`config.mk`:
```
export PLATFORM = sky130hd
export DESIGN_NAME = ctrl_fetch_decode
export DESIGN_NICKNAME = d
export VERILOG_FILES = /design/src/rtl/risc_pkg.sv /design/src/rtl/instr_decode.sv /design/src/rtl/ctrl_fetch_decode.sv
export SDC_FILE = /design/constraint.sdc
export NUM_CORES = 1
export LEC_CHECK = 0
export BUFFER_PORTS_ARGS = -buffer_cell sky130_fd_sc_hd__buf_2
export CAP_MARGIN = 20
export CELL_PAD_IN_SITES_DETAIL_PLACEMENT = 1
export CELL_PAD_IN_SITES_GLOBAL_PLACEMENT = 2
export CORE_MARGIN = 2
export CORE_UTILIZATION = 26
export CTS_CLUSTER_DIAMETER = 80
export CTS_CLUSTER_SIZE = 14
export DETAILED_ROUTE_END_ITERATION = 10
export PLACE_DENSITY = 0.83
export SETUP_SLACK_MARGIN = 0.02
export SKIP_CTS_REPAIR_TIMING = 1
export SLEW_MARGIN = 20
export SYNTH_ARGS = -nofsm -noshare
export SYNTH_HDL_FRONTEND = slang
export SYNTH_SLANG_ARGS = --single-unit
```
`constraint.sdc`:
```
create_clock -name clk -period 3.23 [get_ports clk]
set_input_delay 0.1615 -clock clk [delete_from_list [all_inputs] [get_ports clk]]
set_output_delay 0.1615 -clock clk [all_outputs]
set_load 0.005 [all_outputs]
```
`src/rtl/risc_pkg.sv`:
```
// Shared definitions for the small RISC control path: opcodes, FSM states,
// instruction field positions and offset sign-extension helpers.
package risc_pkg;

    localparam int OPC_HI  = 15;
    localparam int OPC_LO  = 11;
    localparam int RD_HI   = 10;
    localparam int RD_LO   = 8;
    localparam int RA_HI   = 7;
    localparam int RA_LO   = 5;
    localparam int RB_HI   = 4;
    localparam int RB_LO   = 2;
    localparam int IMM_HI  = 4;
    localparam int BOFF_HI = 7;
    localparam int JOFF_HI = 10;

    localparam logic [4:0] OP_ADD  = 5'b00000;
    localparam logic [4:0] OP_ADC  = 5'b00001;
    localparam logic [4:0] OP_SUB  = 5'b00010;
    localparam logic [4:0] OP_SBB  = 5'b00011;
    localparam logic [4:0] OP_ADDI = 5'b00100;
    localparam logic [4:0] OP_BZ   = 5'b01000;
    localparam logic [4:0] OP_BNZ  = 5'b01001;
    localparam logic [4:0] OP_BC   = 5'b01010;
    localparam logic [4:0] OP_BN   = 5'b01011;
    localparam logic [4:0] OP_JMP  = 5'b01100;
    localparam logic [4:0] OP_HALT = 5'b11111;

    typedef enum logic [1:0] {
        ST_RST  = 2'd0,
        ST_RUN  = 2'd1,
        ST_HALT = 2'd2
    } state_t;

    function automatic logic [31:0] sext8(input logic [7:0] x);
        return {{24{x[7]}}, x};
    endfunction

    function automatic logic [31:0] sext11(input logic [10:0] x);
        return {{21{x[10]}}, x};
    endfunction

endpackage

```
`src/rtl/instr_decode.sv`:
```
// Purely combinational instruction decoder: classifies the opcode and
// extracts register fields, immediate and branch/jump offsets.
module instr_decode
    import risc_pkg::*;
(
    input  logic [15:0] instr,
    output logic [2:0]  ra,
    output logic [2:0]  rb,
    output logic [2:0]  rd,
    output logic [4:0]  imm,
    output logic        alu_op,
    output logic        addi_op,
    output logic        adc,
    output logic        sub,
    output logic        sbb,
    output logic        br_z,
    output logic        br_nz,
    output logic        br_c,
    output logic        br_n,
    output logic        jmp_op,
    output logic        halt_op,
    output logic [7:0]  br_off,
    output logic [10:0] jmp_off
);

    logic [4:0] opcode;

    assign opcode  = instr[OPC_HI:OPC_LO];
    assign br_off  = instr[BOFF_HI:0];
    assign jmp_off = instr[JOFF_HI:0];

    always_comb begin
        ra      = 3'd0;
        rb      = 3'd0;
        rd      = 3'd0;
        imm     = 5'd0;
        alu_op  = 1'b0;
        addi_op = 1'b0;
        adc     = 1'b0;
        sub     = 1'b0;
        sbb     = 1'b0;
        br_z    = 1'b0;
        br_nz   = 1'b0;
        br_c    = 1'b0;
        br_n    = 1'b0;
        jmp_op  = 1'b0;
        halt_op = 1'b0;
        case (opcode)
            OP_ADD, OP_ADC, OP_SUB, OP_SBB: begin
                alu_op = 1'b1;
                ra     = instr[RA_HI:RA_LO];
                rb     = instr[RB_HI:RB_LO];
                rd     = instr[RD_HI:RD_LO];
                adc    = (opcode == OP_ADC);
                sub    = (opcode == OP_SUB);
                sbb    = (opcode == OP_SBB);
            end
            OP_ADDI: begin
                addi_op = 1'b1;
                ra      = instr[RA_HI:RA_LO];
                rd      = instr[RD_HI:RD_LO];
                imm     = instr[IMM_HI:0];
            end
            OP_BZ:   br_z    = 1'b1;
            OP_BNZ:  br_nz   = 1'b1;
            OP_BC:   br_c    = 1'b1;
            OP_BN:   br_n    = 1'b1;
            OP_JMP:  jmp_op  = 1'b1;
            OP_HALT: halt_op = 1'b1;
            default: ;
        endcase
    end

endmodule

```
`src/rtl/ctrl_fetch_decode.sv`:
```
// Single-cycle fetch/decode controller: PC, registered flags and RST/RUN/HALT FSM.
// Optional SINGLE_STEP_EN adds step_mode/step ports for edge-triggered stepping.
module ctrl_fetch_decode
    import risc_pkg::*;
#(
    parameter int IMEM_AW = 8
) (
    input  logic               clk,
    input  logic               clr,
    input  logic [15:0]        Instr,
    input  logic               Z,
    input  logic               N,
    input  logic               C,
    input  logic               V,
`ifdef SINGLE_STEP_EN
    input  logic               step_mode,
    input  logic               step,
`endif
    output logic [IMEM_AW-1:0] PC,
    output logic [2:0]         Read_Addr_A,
    output logic [2:0]         Read_Addr_B,
    output logic [2:0]         Write_Addr,
    output logic               Write_En,
    output logic               Pre_C,
    output logic               Src_ALU_B,
    output logic               ADC,
    output logic               SUB,
    output logic               SBB,
    output logic [4:0]         imm5,
    output logic [3:0]         Flags,
    output logic               Halted
);

    state_t state;

    logic [2:0]  dec_ra, dec_rb, dec_rd;
    logic [4:0]  dec_imm;
    logic        dec_alu, dec_addi, dec_adc, dec_sub, dec_sbb;
    logic        dec_bz, dec_bnz, dec_bc, dec_bn, dec_jmp, dec_halt;
    logic [7:0]  dec_br_off;
    logic [10:0] dec_jmp_off;

    logic              run_active;
    logic              step_ok;
    logic              exec_en;
    logic              taken;
    logic [IMEM_AW-1:0] next_pc;

    instr_decode u_decode (
        .instr   (Instr),
        .ra      (dec_ra),
        .rb      (dec_rb),
        .rd      (dec_rd),
        .imm     (dec_imm),
        .alu_op  (dec_alu),
        .addi_op (dec_addi),
        .adc     (dec_adc),
        .sub     (dec_sub),
        .sbb     (dec_sbb),
        .br_z    (dec_bz),
        .br_nz   (dec_bnz),
        .br_c    (dec_bc),
        .br_n    (dec_bn),
        .jmp_op  (dec_jmp),
        .halt_op (dec_halt),
        .br_off  (dec_br_off),
        .jmp_off (dec_jmp_off)
    );

`ifdef SINGLE_STEP_EN
    logic step_prev;

    // A step executes only on a rising edge of step, seen against last cycle's sample.
    always_ff @(posedge clk) begin
        if (clr) step_prev <= 1'b0;
        else     step_prev <= step;
    end

    assign step_ok = !step_mode || (step && !step_prev);
`else
    assign step_ok = 1'b1;
`endif

    assign run_active = (state == ST_RUN);
    assign exec_en    = run_active && step_ok;
    assign Pre_C      = Flags[1];

    assign taken = (dec_bz  &&  Flags[3]) ||
                   (dec_bnz && !Flags[3]) ||
                   (dec_bc  &&  Flags[1]) ||
                   (dec_bn  &&  Flags[2]);

    // Offsets are truncated to the PC width, so all arithmetic wraps naturally.
    always_comb begin
        next_pc = PC + IMEM_AW'(1);
        if (dec_jmp)
            next_pc = next_pc + IMEM_AW'(sext11(dec_jmp_off));
        else if (taken)
            next_pc = next_pc + IMEM_AW'(sext8(dec_br_off));
    end

    always_comb begin
        Read_Addr_A = run_active ? dec_ra  : 3'd0;
        Read_Addr_B = run_active ? dec_rb  : 3'd0;
        Write_Addr  = run_active ? dec_rd  : 3'd0;
        imm5        = run_active ? dec_imm : 5'd0;
        Src_ALU_B   = run_active && dec_addi;
        ADC         = run_active && dec_adc;
        SUB         = run_active && dec_sub;
        SBB         = run_active && dec_sbb;
        Write_En    = exec_en && (dec_alu || dec_addi);
    end

    always_ff @(posedge clk) begin
        if (clr) begin
            PC     <= '0;
            Flags  <= 4'd0;
            state  <= ST_RST;
            Halted <= 1'b0;
        end else begin
            case (state)
                ST_RST: state <= ST_RUN;
                ST_RUN: begin
                    if (exec_en) begin
                        if (dec_halt) begin
                            state  <= ST_HALT;
                            Halted <= 1'b1;
                        end else begin
                            PC <= next_pc;
                        end
                        if (dec_alu || dec_addi)
                            Flags <= {Z, N, C, V};
                    end
                end
                ST_HALT: state <= ST_HALT;
                default: state <= ST_RST;
            endcase
        end
    end

endmodule

```
[Yosys cells after proc, flatten, opt, wreduce, memory -nomap -nowiden]
Cells that the tools add are included.
Widths: inputs -> output; s select.
Cells by class
  shifts and indexed selects: 0
  reductions and logical operators: 21
  magnitude comparators: 0
  equal/unequal tests: 13
  muxes and demuxes: 23
  multipliers: 0
  bitwise gates (word level): 1
  add/subtract/negate cells: 2
  divide/modulo/power cells: 0
Operators with widths (number)
  $eq 5x4->1 const B: 5
  $mux 3: 6
  $mux 8: 2
  $mux 1: 11
  $eq 5x2->1 const B: 2
  $mux 5: 2
  $logic_and 1x1->1: 9
  $add 8x1->8 const B: 1
  $add 8x8->8: 1
  $pmux 2 s3: 1
  $reduce_and 2->1: 3
  $eq 5x1->1 const B: 1
  $eq 5x3->1 const B: 1
  $eq 5x5->1 const B: 1
  $logic_not 5->1: 1
  $reduce_or 5->1: 1
  $logic_or 1x1->1: 4
  $reduce_or 4->1: 1
  $eq 2x1->1 const B: 1
  $eq 2x2->1 const B: 1
  $logic_not 2->1: 1
  $mux 2: 1
  $ne 2x2->1 const B: 1
  $logic_not 1->1: 1
  $not 1->1: 1
Word-level totals
  memories kept: 0
  bits in latches: 0
  register bits: 15
  output and inout port bits: 33
  memory bits (writable): 0
  logic and storage cells: 64
  ROM bits: 0
  bits of input ports: 22

[Longest topological paths before layout]
  depth after elaboration: 8
  gate-level depth with buffers: 11
  gate-level depth less buffers: 10

[Modules after synthesis]
A second synthesis with hierarchy kept.
Unflattened totals
  cell total of the unflattened synthesis: 259
  area, all modules: 1970.6 µm²
Modules (own cells, without submodules)
  ctrl_fetch_decode: cells each 198, area an instance 1591.5 µm², instances 1, sequential area each 300.3 µm²
  instr_decode: cells each 61, area an instance 379.1 µm², instances 1, sequential area each 0.0 µm²

[Worst setup path before layout]
OpenSTA, ideal clock, no wires.
  path kind: register -> register
  start: reg PC[0]
  end: reg PC[6]
  stages on the path, launching flop included: 10
  arrival time: 2250 ps
  period minus slack after synthesis: 2330 ps
  library setup time: 79 ps
  required time: 3151 ps
  slack: 900 ps
  path buffers: 0
  cells stage by stage: dfxtp_1 ha_1 nand3_1 nor2_1 xor2_1 ha_1 or4_1 nand4_1 o21ai_1 a211oi_2
Between the ends
  cells in the longest elaborated chain, start to end: 4
Ends and longest elaborated chain
  from (decl): line ctrl_fetch_decode.sv:19  | output logic [IMEM_AW-1:0] PC,
  from (signal assigned): line ctrl_fetch_decode.sv:129  | PC <= next_pc;
  $add 8x1->8 (*): line ctrl_fetch_decode.sv:95  | next_pc = PC + IMEM_AW'(1);
  $add 8x8->8: line ctrl_fetch_decode.sv:97, ctrl_fetch_decode.sv:99
  $mux 8: line ctrl_fetch_decode.sv:98  | else if (taken)
  $mux 8 (*): line ctrl_fetch_decode.sv:96  | if (dec_jmp)
Mark *: on every way between the ends. The rest lies on a longest branch, timed or not.
A chain may end at the register's enable or synchronous reset.

[Worst setup path in the final report]
Same ends and word-level chain as after synthesis.

==> results.toml <==
[power]
p_sw_share_pct = 42.2
seq_power_share_pct = 31.0
clock_power_share_pct = 19.0
power.density_nw_per_um2 = 504
cellLeakagePower_nw = 0.839
pwr-share-comb_pct = 50.0
ir_drop_mv = 0.159
p_int_mw = 0.504
power_switching_mw = 0.368

[synth]
synth_edf_count = 0
yosysUniqueCellTypes = 44
ys_async_sr_fraction_pct = 0
synth_flop_cell = "dfxtp_1"
synth_fp_nets = 213
seq_area_frac_synth_pct = 21.8
synth_area_leader_cell = "dfxtp_1"
yosysMostFrequentCell = "nor2_1"
synth_top_area_share_pct = 21.8
yosysWarningCount = 0
syn_area_um2 = 1380
synth_area_per_cell_um2 = 7.71
synth_commonest_cells = "nor2_1 (21), and2_1 (17), dfxtp_1 (15), nand2_1 (13), ha_1 (11)"
netlist_instances = 179
synth_top_cells_by_area = "dfxtp_1 (22%), ha_1 (10%), and2_1 (7.7%)"
synth_seq_cells = 15

[global_route]
antenna_found_initial = 0
grt_max_degree = 21
grt_use_total_pct = 13.8
use_met2_pct = 22.6
use_met3_pct = 1.06
grt_pass1_wl_mm = 6.67
grt_pass1_vias = 1358
grt.busiest_layer = "met2"
met1_usage_pct = 18.6
grt-ovfl-total = 0

[place]
dp_hpwl_mm = 3.00
place.gp.congestion = 0.725
dpl_cell_area_um2 = 1680
placed_cells = 294
portBuffers = 54

[final_layout]
fill_cells = 678
drive_above_1_share_pct = 27.6
insertedDiodeCount = 0
layout.nets = 263
fin_cells = 298
stdcell_area_um2 = 1730
syn2layout_area_growth_pct = 25.2

[clocking]
clockRootBuffer = "clkbuf_8"
cts_buffers = 3
cts.sinks = 15
clk_pin_slew_worst_paths_ns = 0.07
cts_tree = "yes"
clockBufferDepth = 2
h-tree-depth = 1
clk_latency_ns = 0.25

[setup_path]
crit_top_cell = "ha_1"
reg2reg_to = "PC[6]"
slowest_stage = "or4_1"
crit_arrival_ns = 2.71
crit_path_max_fanout = 8
worstSetupEndpointType = "flop"
cp_cell_sequence = "ha_1 -> nand3_1 -> nor2_1 -> xor2_1 -> ha_1 -> or4_1 -> nand4_1 -> o21ai_1 -> a211oi_2"
cpPeakStageDelay_ns = 0.49
path_class = "reg -> reg"
cp-start-kind = "flop"
reg2reg_slack_ns = 0.70
r2r_cells = 9
cp.required_ns = 3.41
rr_startpoint = "PC[0]"

[routing]
antenna_left = 0
via_count = 1396
wl_per_cell_um = 12.7
drc = 0
first_pass_iters = 4
drt-total-wl_mm = 3.79
routed_via_density = 4.68
initialDrtViolationCount = 48

[sta]
hold_viol_final = 0
drv_slew = 0
tns_ns = 0
fin_worst_skew_ns = 0.00481
period_share_pct = 78.5
fin_crit_ns = 2.53
max_freq_mhz = 395
worstMarginPinSlew_ns = 0.537
rsz0062_at_grt = "false"
timing.hold.ws_ns = 0.139
setup_viol = 0
slew_headroom_pct = 64.2

[floorplan]
die_h_um = 76.9
start_util_pct = 27.0
core_um2 = 5110
num_io_pins = 55
rows = 26
dieWidth_um = 76.9
die_area_um2 = 5910

[job]
cap_violations = 0

[min_path]
min_to = "Flags[2]"
holdCritStartpoint = "N"
min_path_type = "in -> reg"
whs_path_depth = 3

[status]
outcome = "finished, final reports clean"
-- per-stage QoR --
stage / total power [mW] / setup WS, ns / utilization (%)
CTS: 0.895 / 0.662 / 33.8
floorplan: 0.590 / 0.900 / -
detailed placement: 0.723 / 0.685 / 32.9
global placement: 0.710 / 0.786 / 32.9
global route: 0.970 / 0.395 / 33.8
finish: 0.872 / 0.696 / 33.8
-- sequential cells by signal, summed over array words and instances (netlist names) --
signal	flops
Halted	1
Flags	4
PC	8
state	2
-- power by group through the flow --
stage	sequential, mW	clock (mW)	combinational, mW
global route	0.281	0.181	0.509
CTS	0.271	0.175	0.449
finish	0.270	0.165	0.436
detailed placement	0.276	0	0.448
global placement	0.274	0	0.437
floorplan	0.269	0	0.322
-- cells in the final DEF (no fill, tap or decap), types with 2 or more instances in the layout --
cell type and count:
nor3b_1 2, xor2_1 3, and3_1 2, o211ai_1 2, nand2_1 13, buf_2 54
clkbuf_8 3, xnor2_1 6, dfxtp_1 15, nor3_1 6, mux2i_1 6, ha_1 11
a31oi_1 5, a211oi_1 2, o21ai_0 4, a21o_1 4, and2_1 17, o21ai_1 6
a21oi_1 10, inv_1 7, nand3_1 4, nor2_1 21, nand4_1 2, a211oi_2 2
and4_1 3
-- worst max-delay path: cells and delay by family, from the launching register on --
family | cells | cell delay (ns)
flops | 1 | 0.45
compound gates | 2 | 0.29
fa+ha+maj | 2 | 0.60
xor+xnor | 1 | 0.19
simple gates | 4 | 0.92
-- cells by family after synthesis --
family	after synthesis	share of synthesized area, %
fa+ha+maj	12	11.4
flops	15	21.8
simple gates	80	30.9
buf+inv	17	6.71
xor+xnor	9	5.71
compound gates	40	19.1
mux	6	4.35
-- per-layer routing --
layer,part of all wire [%],vias to the layer above
met5,0,-
met4,1.2,0
met3,2.7,2
met2,50,17
met1,47,649
li1,-,728
-- how the worst max path moves through the flow --
stage,start,slack [ns],cells past startpoint,end
floorplan,PC[0],0.90,9,PC[6]
global placement,PC[0],0.79,9,PC[6]
detailed placement,PC[0],0.69,9,PC[6]
CTS,PC[0],0.66,9,PC[6]
global route,PC[0],0.39,9,PC[6]
finish,PC[0],0.70,9,PC[6]
-- area by class of cell --
cell class | count | area, um2 | area share (%)
Clock inverter | 1 | 7.51 | 0.434
Inverter | 7 | 26.3 | 1.52
Timing Repair Buffer | 55 | 278 | 16.1
Tap cell | 70 | 87.6 | 5.07
Sequential cell | 15 | 300 | 17.4
Clock buffer | 3 | 41.3 | 2.39
Multi-Input combinational cell | 147 | 987 | 57.1
Note: power is estimated with default switching activity, not from simulation.
